<file path="config.mk">
export PLATFORM = sky130hd
export DESIGN_NAME = t05_cb_synthesis_param_flat
export DESIGN_NICKNAME = d
export VERILOG_FILES = /design/src/rtl/t05_cb_synthesis_param_if.sv /design/src/rtl/t05_cb_synthesis_param.sv /design/src/flat_wrapper.sv
export SDC_FILE = /design/constraint.sdc
export NUM_CORES = 1
export LEC_CHECK = 0
export CAP_MARGIN = 20
export CORE_MARGIN = 1.5
export CORE_UTILIZATION = 40
export DETAILED_ROUTE_END_ITERATION = 7
export HOLD_SLACK_MARGIN = 0.1
export PLACE_DENSITY = 0.55
export SETUP_SLACK_MARGIN = 0.2
export SLEW_MARGIN = 20
export SYNTH_ARGS = -nofsm -noshare
export SYNTH_HDL_FRONTEND = slang
export SYNTH_SLANG_ARGS = --single-unit
</file>
<file path="constraint.sdc">
create_clock -name clk -period 7.1 [get_ports clk]
set_input_delay 1.42 -clock clk [delete_from_list [all_inputs] [get_ports clk]]
set_output_delay 1.42 -clock clk [all_outputs]
set_load 0.03 [all_outputs]
</file>
<file path="src/rtl/t05_cb_synthesis_param_if.sv">
// t05_cb_synthesis_param_if: node-fetch request/ack bus plus codeword valid/ready stream.
interface t05_cb_synthesis_param_if #(
    parameter int SYM_W     = 8,
    parameter int IDX_W     = 7,
    parameter int MAX_DEPTH = 32,
    parameter int LEN_W     = $clog2(MAX_DEPTH + 1)
);
    logic                 mem_req;
    logic [IDX_W-1:0]     mem_addr;
    logic                 mem_ack;
    logic [2*SYM_W+1:0]   mem_node;
    logic                 cw_valid;
    logic                 cw_ready;
    logic [SYM_W-1:0]     cw_sym;
    logic [MAX_DEPTH-1:0] cw_code;
    logic [LEN_W-1:0]     cw_len;

    modport master (
        output mem_req, mem_addr, cw_valid, cw_sym, cw_code, cw_len,
        input  mem_ack, mem_node, cw_ready
    );
    modport slave (
        input  mem_req, mem_addr, cw_valid, cw_sym, cw_code, cw_len,
        output mem_ack, mem_node, cw_ready
    );
endinterface

</file>
<file path="src/rtl/t05_cb_synthesis_param.sv">
// t05_cb_synthesis_param: depth-first walk of a binary code tree in node memory, emitting one codeword per leaf.
module t05_cb_synthesis_param #(
    parameter int SYM_W     = 8,
    parameter int IDX_W     = 7,
    parameter int MAX_DEPTH = 32,
    parameter int CNT_W     = 9,
    parameter int LEN_W     = $clog2(MAX_DEPTH + 1)
) (
    input  logic                   clk,
    input  logic                   rst_n,
    input  logic                   i_start,
    input  logic                   i_abort,
    input  logic [IDX_W-1:0]       i_root_index,
    output logic                   o_busy,
    output logic                   o_done,
    output logic                   o_err,
    output logic [CNT_W-1:0]       o_cw_count,
    t05_cb_synthesis_param_if.master bus
);
    localparam int D_W = $clog2(MAX_DEPTH);

    typedef enum logic [2:0] {S_IDLE, S_FETCH, S_VISIT, S_EMIT, S_POP, S_DONE} state_t;

    state_t               r_state, w_next;
    logic [IDX_W-1:0]     r_cur;
    logic                 r_side;
    logic [D_W-1:0]       r_depth;
    logic [MAX_DEPTH-1:0] r_path;
    logic [2*SYM_W+1:0]   r_node;
    logic [IDX_W-1:0]     r_stk_addr [MAX_DEPTH];
    logic [MAX_DEPTH-1:0] r_stk_side;
    logic [SYM_W-1:0]     r_sym;
    logic [MAX_DEPTH-1:0] r_code;
    logic [LEN_W-1:0]     r_len;
    logic [CNT_W-1:0]     r_count;
    logic                 r_err;

    logic                 w_flag, w_null, w_deep;
    logic [SYM_W-1:0]     w_val;
    logic [D_W-1:0]       w_top;
    logic [MAX_DEPTH-1:0] w_path_set;

    // Child selected by the current side; all-ones right child marks NULL.
    assign w_flag     = r_side ? r_node[SYM_W] : r_node[2*SYM_W+1];
    assign w_val      = r_side ? r_node[SYM_W-1:0] : r_node[2*SYM_W:SYM_W+1];
    assign w_null     = r_side & w_flag & (&w_val);
    assign w_deep     = r_depth >= D_W'(MAX_DEPTH - 1);
    assign w_top      = r_depth - D_W'(1);
    assign w_path_set = r_path | (MAX_DEPTH'(r_side) << r_depth);

    assign bus.mem_req  = r_state == S_FETCH;
    assign bus.mem_addr = bus.mem_req ? r_cur : '0;
    assign bus.cw_valid = r_state == S_EMIT;
    assign bus.cw_sym   = r_sym;
    assign bus.cw_code  = r_code;
    assign bus.cw_len   = r_len;
    assign o_busy       = r_state != S_IDLE;
    assign o_done       = r_state == S_DONE;
    assign o_err        = r_err;
    assign o_cw_count   = r_count;

    always_comb begin
        w_next = r_state;
        case (r_state)
            S_IDLE:  w_next = i_start ? S_FETCH : S_IDLE;
            S_FETCH: w_next = bus.mem_ack ? S_VISIT : S_FETCH;
            S_VISIT: w_next = w_null ? S_POP : !w_flag ? S_EMIT : w_deep ? S_DONE : S_FETCH;
            S_EMIT:  w_next = !bus.cw_ready ? S_EMIT : r_side ? S_POP : S_VISIT;
            S_POP:   w_next = r_depth == '0 ? S_DONE : r_stk_side[w_top] ? S_POP : S_FETCH;
            default: w_next = S_IDLE;
        endcase
        if (i_abort) w_next = S_IDLE;
    end

    always_ff @(posedge clk or negedge rst_n) begin
        if (!rst_n) r_state <= S_IDLE;
        else r_state <= w_next;
    end

    always_ff @(posedge clk or negedge rst_n) begin
        if (!rst_n) begin
            r_cur      <= '0;
            r_side     <= 1'b0;
            r_depth    <= '0;
            r_path     <= '0;
            r_node     <= '0;
            r_stk_side <= '0;
            r_sym      <= '0;
            r_code     <= '0;
            r_len      <= '0;
            r_count    <= '0;
            r_err      <= 1'b0;
            for (int i = 0; i < MAX_DEPTH; i++) r_stk_addr[i] <= '0;
        end else if (!i_abort) begin
            case (r_state)
                S_IDLE: if (i_start) begin
                    r_cur   <= i_root_index;
                    r_depth <= '0;
                    r_side  <= 1'b0;
                    r_path  <= '0;
                    r_count <= '0;
                    r_err   <= 1'b0;
                end
                S_FETCH: if (bus.mem_ack) r_node <= bus.mem_node;
                S_VISIT: if (!w_null) begin
                    if (!w_flag) begin
                        r_path <= w_path_set;
                        r_sym  <= w_val;
                        r_code <= w_path_set;
                        r_len  <= LEN_W'(r_depth) + LEN_W'(1);
                    end else if (w_deep) begin
                        r_err <= 1'b1;
                    end else begin
                        r_stk_addr[r_depth] <= r_cur;
                        r_stk_side[r_depth] <= r_side;
                        r_path  <= w_path_set;
                        r_depth <= r_depth + D_W'(1);
                        r_cur   <= w_val[IDX_W-1:0];
                        r_side  <= 1'b0;
                    end
                end
                S_EMIT: if (bus.cw_ready) begin
                    if (~&r_count) r_count <= r_count + CNT_W'(1);
                    r_path[r_depth] <= 1'b0;
                    r_side <= 1'b1;
                end
                // A popped left branch resumes on its right side; a popped right branch keeps unwinding.
                S_POP: if (r_depth != '0) begin
                    r_depth       <= w_top;
                    r_cur         <= r_stk_addr[w_top];
                    r_path[w_top] <= !r_stk_side[w_top];
                    if (!r_stk_side[w_top]) r_side <= 1'b1;
                end
                default: ;
            endcase
        end
    end
endmodule

</file>
<file path="src/flat_wrapper.sv">
// flat-port wrapper written by rule: the top's interface ports become plain ports
module t05_cb_synthesis_param_flat 
#(
    parameter int SYM_W     = 8,
    parameter int IDX_W     = 7,
    parameter int MAX_DEPTH = 32,
    parameter int CNT_W     = 9,
    parameter int LEN_W     = $clog2(MAX_DEPTH + 1)
)
  (clk, rst_n, i_start, i_abort, i_root_index, o_busy, o_done, o_err, o_cw_count, bus_mem_req, bus_mem_addr, bus_cw_valid, bus_cw_sym, bus_cw_code, bus_cw_len, bus_mem_ack, bus_mem_node, bus_cw_ready);
  t05_cb_synthesis_param_if #(.SYM_W(SYM_W), .IDX_W(IDX_W), .MAX_DEPTH(MAX_DEPTH), .LEN_W(LEN_W)) bus_i ();
  input  logic clk;
  input  logic rst_n;
  input  logic i_start;
  input  logic i_abort;
  input  logic [IDX_W-1:0] i_root_index;
  output logic o_busy;
  output logic o_done;
  output logic o_err;
  output logic [CNT_W-1:0] o_cw_count;
  output wire logic [$bits(bus_i.mem_req)-1:0] bus_mem_req;
  output wire logic [$bits(bus_i.mem_addr)-1:0] bus_mem_addr;
  output wire logic [$bits(bus_i.cw_valid)-1:0] bus_cw_valid;
  output wire logic [$bits(bus_i.cw_sym)-1:0] bus_cw_sym;
  output wire logic [$bits(bus_i.cw_code)-1:0] bus_cw_code;
  output wire logic [$bits(bus_i.cw_len)-1:0] bus_cw_len;
  input wire logic [$bits(bus_i.mem_ack)-1:0] bus_mem_ack;
  input wire logic [$bits(bus_i.mem_node)-1:0] bus_mem_node;
  input wire logic [$bits(bus_i.cw_ready)-1:0] bus_cw_ready;
  assign bus_mem_req = bus_i.mem_req;
  assign bus_mem_addr = bus_i.mem_addr;
  assign bus_cw_valid = bus_i.cw_valid;
  assign bus_cw_sym = bus_i.cw_sym;
  assign bus_cw_code = bus_i.cw_code;
  assign bus_cw_len = bus_i.cw_len;
  assign bus_i.mem_ack = bus_mem_ack;
  assign bus_i.mem_node = bus_mem_node;
  assign bus_i.cw_ready = bus_cw_ready;
  t05_cb_synthesis_param #(.SYM_W(SYM_W), .IDX_W(IDX_W), .MAX_DEPTH(MAX_DEPTH), .CNT_W(CNT_W), .LEN_W(LEN_W)) u_core (.clk(clk), .rst_n(rst_n), .i_start(i_start), .i_abort(i_abort), .i_root_index(i_root_index), .o_busy(o_busy), .o_done(o_done), .o_err(o_err), .o_cw_count(o_cw_count), .bus(bus_i));
endmodule
</file>
# ---- Word level (Yosys, flattened, before mapping)
# Index checks and enable logic that the tools add are counted.
dict set report totals {
  register_bits 378
  in_bits 31
  out_inout_bits 67
  wordCells 168
}
dict set report op_classes {
  n_addsub 4
  order_cmp 8
  eq_ne 15
  shift 1
  mux 63
  n_bitwise 11
  n_reduce_logical 22
}
# operator n
set op_table {}
lappend op_table {{224-bit bitwise mux} 1}
lappend op_table {{32-bit two-way mux} 6}
lappend op_table {{32-bit one-hot mux with 4 select lines} 1}
lappend op_table {{32-bit bitwise mux} 2}
lappend op_table {{7-bit two-way mux} 9}
lappend op_table {{7-bit binary-select mux with 5-bit select} 1}
lappend op_table {{7-bit demux with 5-bit select} 1}
lappend op_table {{32-bit AND} 1}
lappend op_table {{32-bit NOT} 1}
lappend op_table {{32-bit OR} 1}
lappend op_table {{1-bit by 5-bit left shift with 32-bit output} 1}
lappend op_table {{9-bit two-way mux} 3}
lappend op_table {{5-bit two-way mux} 5}
lappend op_table {{3-bit two-way mux} 8}
lappend op_table {{7-bit one-hot mux with 3 select lines} 1}
lappend op_table {{9-bit one-hot mux with 2 select lines} 1}
lappend op_table {{9-bit AND reduction} 2}
lappend op_table {{1-bit two-way mux} 15}
lappend op_table {{3-bit one-hot mux with 5 select lines} 1}
lappend op_table {{5-bit one-hot mux with 3 select lines} 1}
lappend op_table {{7-bit AND reduction} 2}
lappend op_table {{6-bit greater-or-equal comparator (second input constant)} 2}
lappend op_table {{5-bit by 6-bit less-than comparator with 1-bit output (second input constant)} 2}
lappend op_table {{5-bit NOT with 6-bit output} 2}
lappend op_table {{other kinds (34)} 54}

# ---- Depth between registers and ports, before layout
dict set report logic_depth {
  depth_word 8
  mapped_depth 14
  depth_no_buf 9
}

# ---- Worst setup path before layout
# OpenSTA, ideal clock, no wires.
dict set report synth_path {
  path_kind {register -> register}
  from {register u_core.r_depth[0]}
  to {register u_core.r_path[28]}
  setup_time_ns 0.096
  arrival_ns 3.495
  t_required_ns 7.004
  path_slack_ns 3.509
  path_stages_with_launch 13
  path_buffers 6
  cell_sequence {dfrtp_1 buf_2 buf_2 buf_1 inv_1 ha_1 buf_1 clkbuf_1 mux4_2 nand2_1 nand4_1 buf_2 o31ai_1}
}
dict set report synth_between {
  elab_chain_cells 8
  word_cells_on_any_way 30
  classes_between {add/sub (1); order compare (5); eq/ne (2); shift (1); mux (13); bitwise (3); reduce/logical (5)}
}
# item line_no
set synth_lines {}
lappend synth_lines {{start, declared} t05_cb_synthesis_param.sv:27} ;# logic [D_W-1:0] r_depth;
lappend synth_lines {{start signal, assigned} t05_cb_synthesis_param.sv:117} ;# r_depth <= r_depth + D_W'(1);
lappend synth_lines {{start signal, assigned} t05_cb_synthesis_param.sv:129} ;# r_depth <= w_top;
lappend synth_lines {{5-bit by 1-bit subtractor with 5-bit output (*)} t05_cb_synthesis_param.sv:48} ;# assign w_top = r_depth - D_W'(1);
lappend synth_lines {{named net u_core.w_top[0]} t05_cb_synthesis_param.sv:40} ;# logic [D_W-1:0] w_top;
lappend synth_lines {{5-bit by 6-bit less-than comparator with 1-bit output (implied by the code) or 5-bit by 1-bit greater-or-equal comparator with 1-bit output (tied branches)} t05_cb_synthesis_param.sv:131} ;# r_path[w_top] <= !r_stk_side[w_top];
lappend synth_lines {{1-bit logical AND (implied by the code)} t05_cb_synthesis_param.sv:131}
lappend synth_lines {{1-bit two-way mux (implied by the code)} t05_cb_synthesis_param.sv:131}
lappend synth_lines {{1-bit demux with 5-bit select} -}
lappend synth_lines {{32-bit bitwise mux (*)} t05_cb_synthesis_param.sv:131}
lappend synth_lines {{32-bit two-way mux (*)} t05_cb_synthesis_param.sv:128} ;# S_POP: if (r_depth != '0) begin
lappend synth_lines {{32-bit one-hot mux with 4 select lines (*)} t05_cb_synthesis_param.sv:95} ;# case (r_state)
lappend synth_lines {{end signal, assigned} t05_cb_synthesis_param.sv:107} ;# r_path <= w_path_set;
lappend synth_lines {{end signal, assigned} t05_cb_synthesis_param.sv:116} ;# r_path <= w_path_set;
lappend synth_lines {{end signal, assigned by index} t05_cb_synthesis_param.sv:131}
lappend synth_lines {{end, declared} t05_cb_synthesis_param.sv:28} ;# logic [MAX_DEPTH-1:0] r_path;
# The timed path passes the listed nets; every way through them passes the cells marked *. The select of a mux whose other input is x is not followed.
# A chain may end at the register's enable or synchronous reset.

# ---- Worst setup path after layout
dict set report layout_path {
  from {register u_core.r_state[0]}
  to {output port bus_mem_addr[6]}
}
dict set report layout_between {
  elab_chain_cells 2
}
# item line_no
set layout_lines {}
lappend layout_lines {{start, declared} t05_cb_synthesis_param.sv:24} ;# state_t r_state, w_next;
lappend layout_lines {{start signal, assigned} t05_cb_synthesis_param.sv:77} ;# else r_state <= w_next;
lappend layout_lines {{3-bit by 1-bit == test with 1-bit output} t05_cb_synthesis_param.sv:51} ;# assign bus.mem_req = r_state == S_FETCH;
lappend layout_lines {{7-bit two-way mux} t05_cb_synthesis_param.sv:52} ;# assign bus.mem_addr = bus.mem_req ? r_cur : '0;
lappend layout_lines {{end, declared} flat_wrapper.sv:22} ;# output wire logic [$bits(bus_i.mem_addr)-1:0] bus_mem_addr;
# Every way passes these cells.

==> flow_metrics.tcl <==
set metrics [dict create \
    wl_per_cell_um 23.59 \
    outcome "complete, no violations" \
    setup_viol 0 \
    rsz0062_at_grt "no" \
    synthXorXnorAreaFrac_pct 0.4181 \
    overflow 0 \
    synth_adder_area_share_pct 0.6636 \
    startpoint_type "flop" \
    post-route-drc-count 0 \
    io_pins 98 \
    endpoint_kind "primary output" \
    fin_worst_skew_ns 0.02393 \
    synth.area.top_cells "dfrtp_1 (50%), mux2_2 (16%), mux4_2 (8.5%), o21ai_0 (3.1%), nand2_1 (2.6%)" \
    grt_antenna_before_repair 0 \
    postPlaceCellArea_um2 20440 \
    synth_ff_type "dfrtp_1" \
    clk_latency_ns 0.58 \
    critPathKind "reg -> out" \
    cp_common_cell "buf_4" \
    synth_compound_area_share_pct 10.17 \
    synthesis.area_um2 18850 \
    synth_top_family_by_area "multiplexers" \
    synthMuxAreaShare_pct 26.34 \
    worstPathArrival_ns 3.25 \
    synth_fp_nets 1605 \
    path_max_fanout 32 \
    fp-row-count 79 \
    routed_wirelength_mm 53.38 \
    ys_warn_count 0 \
    fin_setup_tns_ns 0 \
    start_util_pct 40.50 \
    grt_pass1_wl_mm 83.44 \
    fp.coreArea_um2 46560 \
    grt_pass1_vias 13221 \
    relSlewSlack_pct 24.54 \
    area_delta_synth_final_pct 15.82 \
    io_buffers 97 \
    die_area_um2 48450 \
    hp-class "reg -> reg" \
    crit_required_ns 5.68 \
    synth_edf_count 0 \
    critPathSlowestCell "clkdlybuf4s50_1" \
    clkTransAtPathRegs_ns 0.06 \
    cts_buffers 43 \
    final_nets 1665 \
    ys_async_sr_fraction_pct 100.0 \
    antenna_left 0 \
    grt_max_degree 125 \
    dpl.hpwl_mm 34.62 \
    worst_slack_ns 2.431 \
    yosys.area_share.simple_pct 9.609 \
    fin_crit_sh_pct 65.75 \
    finalPower_mw 5.940 \
    clockRootBuffer "clkbuf_16" \
    drv_cap 0 \
    yosysTopAreaCellShare_pct 50.17 \
    die_x_um 220.1 \
    synth_area_leader_cell "dfrtp_1" \
    die_h_um 220.1 \
    synth.ff_latch_count 378 \
    post_cts.repair.setup_buffers 0 \
    max-vdd-ir-drop_mv 0.1537 \
    drive_gt1_share_pct 30.07 \
    grt_use_total_pct 22.59 \
    finalHoldViolCount 0 \
    cts_hold_buffers 0 \
    powerDensity_nw_per_um2 272.0 \
    fin_crit_ns 4.669 \
    place.gp.congestion 0.8899 \
    design_area_um2 21840 \
    avgViaCountPerCell 5.821 \
    cts_tree "built" \
    p_leak_nw 9.525 \
    antenna_cells 0 \
    synth_cells 1564 \
    seq_area_frac_synth_pct 50.17 \
    slowest_delay_ns 0.70 \
    clk_path_buf_depth 3 \
    first_iter_violations 995 \
    htreeDepth 2 \
    worstPathCellList "buf_4, inv_1, nor3_1, buf_4, and2_1, clkdlybuf4s50_1" \
    avgSynthCellArea_um2 12.06 \
    worst_pin_slew_ns 1.128 \
    vias 13174 \
    pre_cts_slack_ns 2.807 \
    postCtsResizedCells 0 \
    maxSlewViolCount 0 \
    cts.sinks 378 \
    fin_hold_ws_ns 0.4745 \
    drt-pass1-iter-count 8 \
    synth.distinct_cells 69 \
    timing.fmax_ghz 0.2142 \
]
==> cell usage after synthesis, types with 3 or more instances <==
cell type	instances
dfrtp_1	378
mux2_2	275
nand2_1	131
o21ai_0	115
clkbuf_1	89
a21oi_1	74
mux4_2	71
nor2_1	50
nand3_1	31
o211ai_1	29
mux2i_1	27
nor2_2	23
nand2b_1	20
buf_2	19
a22oi_1	16
nor4_1	14
a31oi_1	11
nand4_1	11
nor3_1	11
and2_1	10
and3_1	10
ha_1	10
inv_1	10
nor2_4	10
buf_1	8
a21boi_0	7
o221ai_1	7
o22ai_1	7
a211oi_1	6
nor2b_1	6
or3_1	6
xor2_1	6
a21o_1	5
o31ai_1	5
nor3b_1	4
o31a_1	4
a31o_2	3
a41oi_1	3
nand4b_1	3
or2_2	3
xnor2_1	3
==> power breakdown <==
group          internal [mW]  switching [mW]  total [mW]  leakage, nW
clock                   1.26           0.921        2.18        0.675
combinational          0.454           0.860        1.31         3.70
sequential              2.33           0.117        2.44         5.15
==> cells by family (layout without fill, tap and decap cells) <==
logic type,after synthesis,in the layout
flip-flops,378,378
multiplexers,373,373
AND/OR/NAND/NOR,354,354
AO/OA/AOI/OAI,314,314
buffers and inverters,126,218
adder cells (fa/ha/maj),10,10
XOR/XNOR,9,9
==> registers in the layout, summed over array words and instances (netlist names), 3 cells and up <==
name,flops
u_core.r_cur,7
u_core.bus.cw_len,6
u_core.r_node,18
u_core.r_state,3
u_core.o_cw_count,9
u_core.r_depth,5
u_core.r_path,32
u_core.r_stk_addr,224
u_core.bus.cw_code,32
u_core.bus.cw_sym,8
u_core.r_stk_side,32
==> metal layers <==
metal | wire length [um] | part of all wire, % | GRT usage [%] | vias up
li1 | - | - | - | 5894
met1 | 24620 | 46 | 32.94 | 6794
met2 | 24880 | 47 | 34.99 | 399
met3 | 2525 | 4.7 | 2.761 | 87
met4 | 1362 | 2.6 | 7.302 | 0
met5 | 0 | 0 | 0 | -
==> stage by stage <==
step	instances	util, %
finish	2263	46.91
detailed placement	2185	43.90
global route	2263	46.91
global placement	2185	43.88
floorplan	1564	-
CTS	2262	46.84
==> cells in the final DEF, fill, tap and decap left out, types with 7 or more instances in the layout <==
master,instances
dfrtp_1,375
mux2_2,275
nand2_1,131
o21ai_0,115
clkdlybuf4s50_1,96
a21oi_1,74
mux4_2,71
nor2_1,49
clkbuf_16,43
buf_4,32
nand3_1,31
o211ai_1,29
mux2i_1,27
nor2_2,23
nand2b_1,20
a22oi_1,16
clkbuf_1,15
nor4_1,13
a31oi_1,11
nand4_1,11
nor2_4,11
inv_1,10
nor3_1,10
and2_1,10
and3_1,10
ha_1,9
clkbuf_8,9
o22ai_1,7
o221ai_1,7
a21boi_0,7
==> critical path: cells and delay by family, from the launching register on <==
kind	cells	cell delay [ns]
buffers and inverters	4	1.64
and+or+nand+nor	2	0.68
DFF	1	0.32
==> layout make-up <==
type | count | area (um2)
Fill cell | 4243 | 24720
Timing Repair Buffer | 131 | 1264
Clock inverter | 10 | 116.4
Sequential cell | 378 | 9465
Inverter | 10 | 37.54
Multi-Input combinational cell | 1060 | 8939
Clock buffer | 67 | 1256
Tap cell | 607 | 759.5
==> final timing paths <==
path,slack [ns],end,depth (start not counted),startpoint
max,2.43,bus_mem_addr[6],6,u_core.r_state[0]
min,0.47,u_core.bus.cw_code[15],2,u_core.bus.cw_code[15]
max reg2reg,2.89,u_core.r_stk_addr[183],8,u_core.r_depth[0]
min reg2reg,0.47,u_core.bus.cw_code[15],2,u_core.bus.cw_code[15]
max in group asynchronous,4.96,u_core.r_stk_addr[173],3,rst_n
min in group asynchronous,0.87,u_core.o_cw_count[2],1,rst_n
No activity file was read; power rests on OpenSTA's default activity.
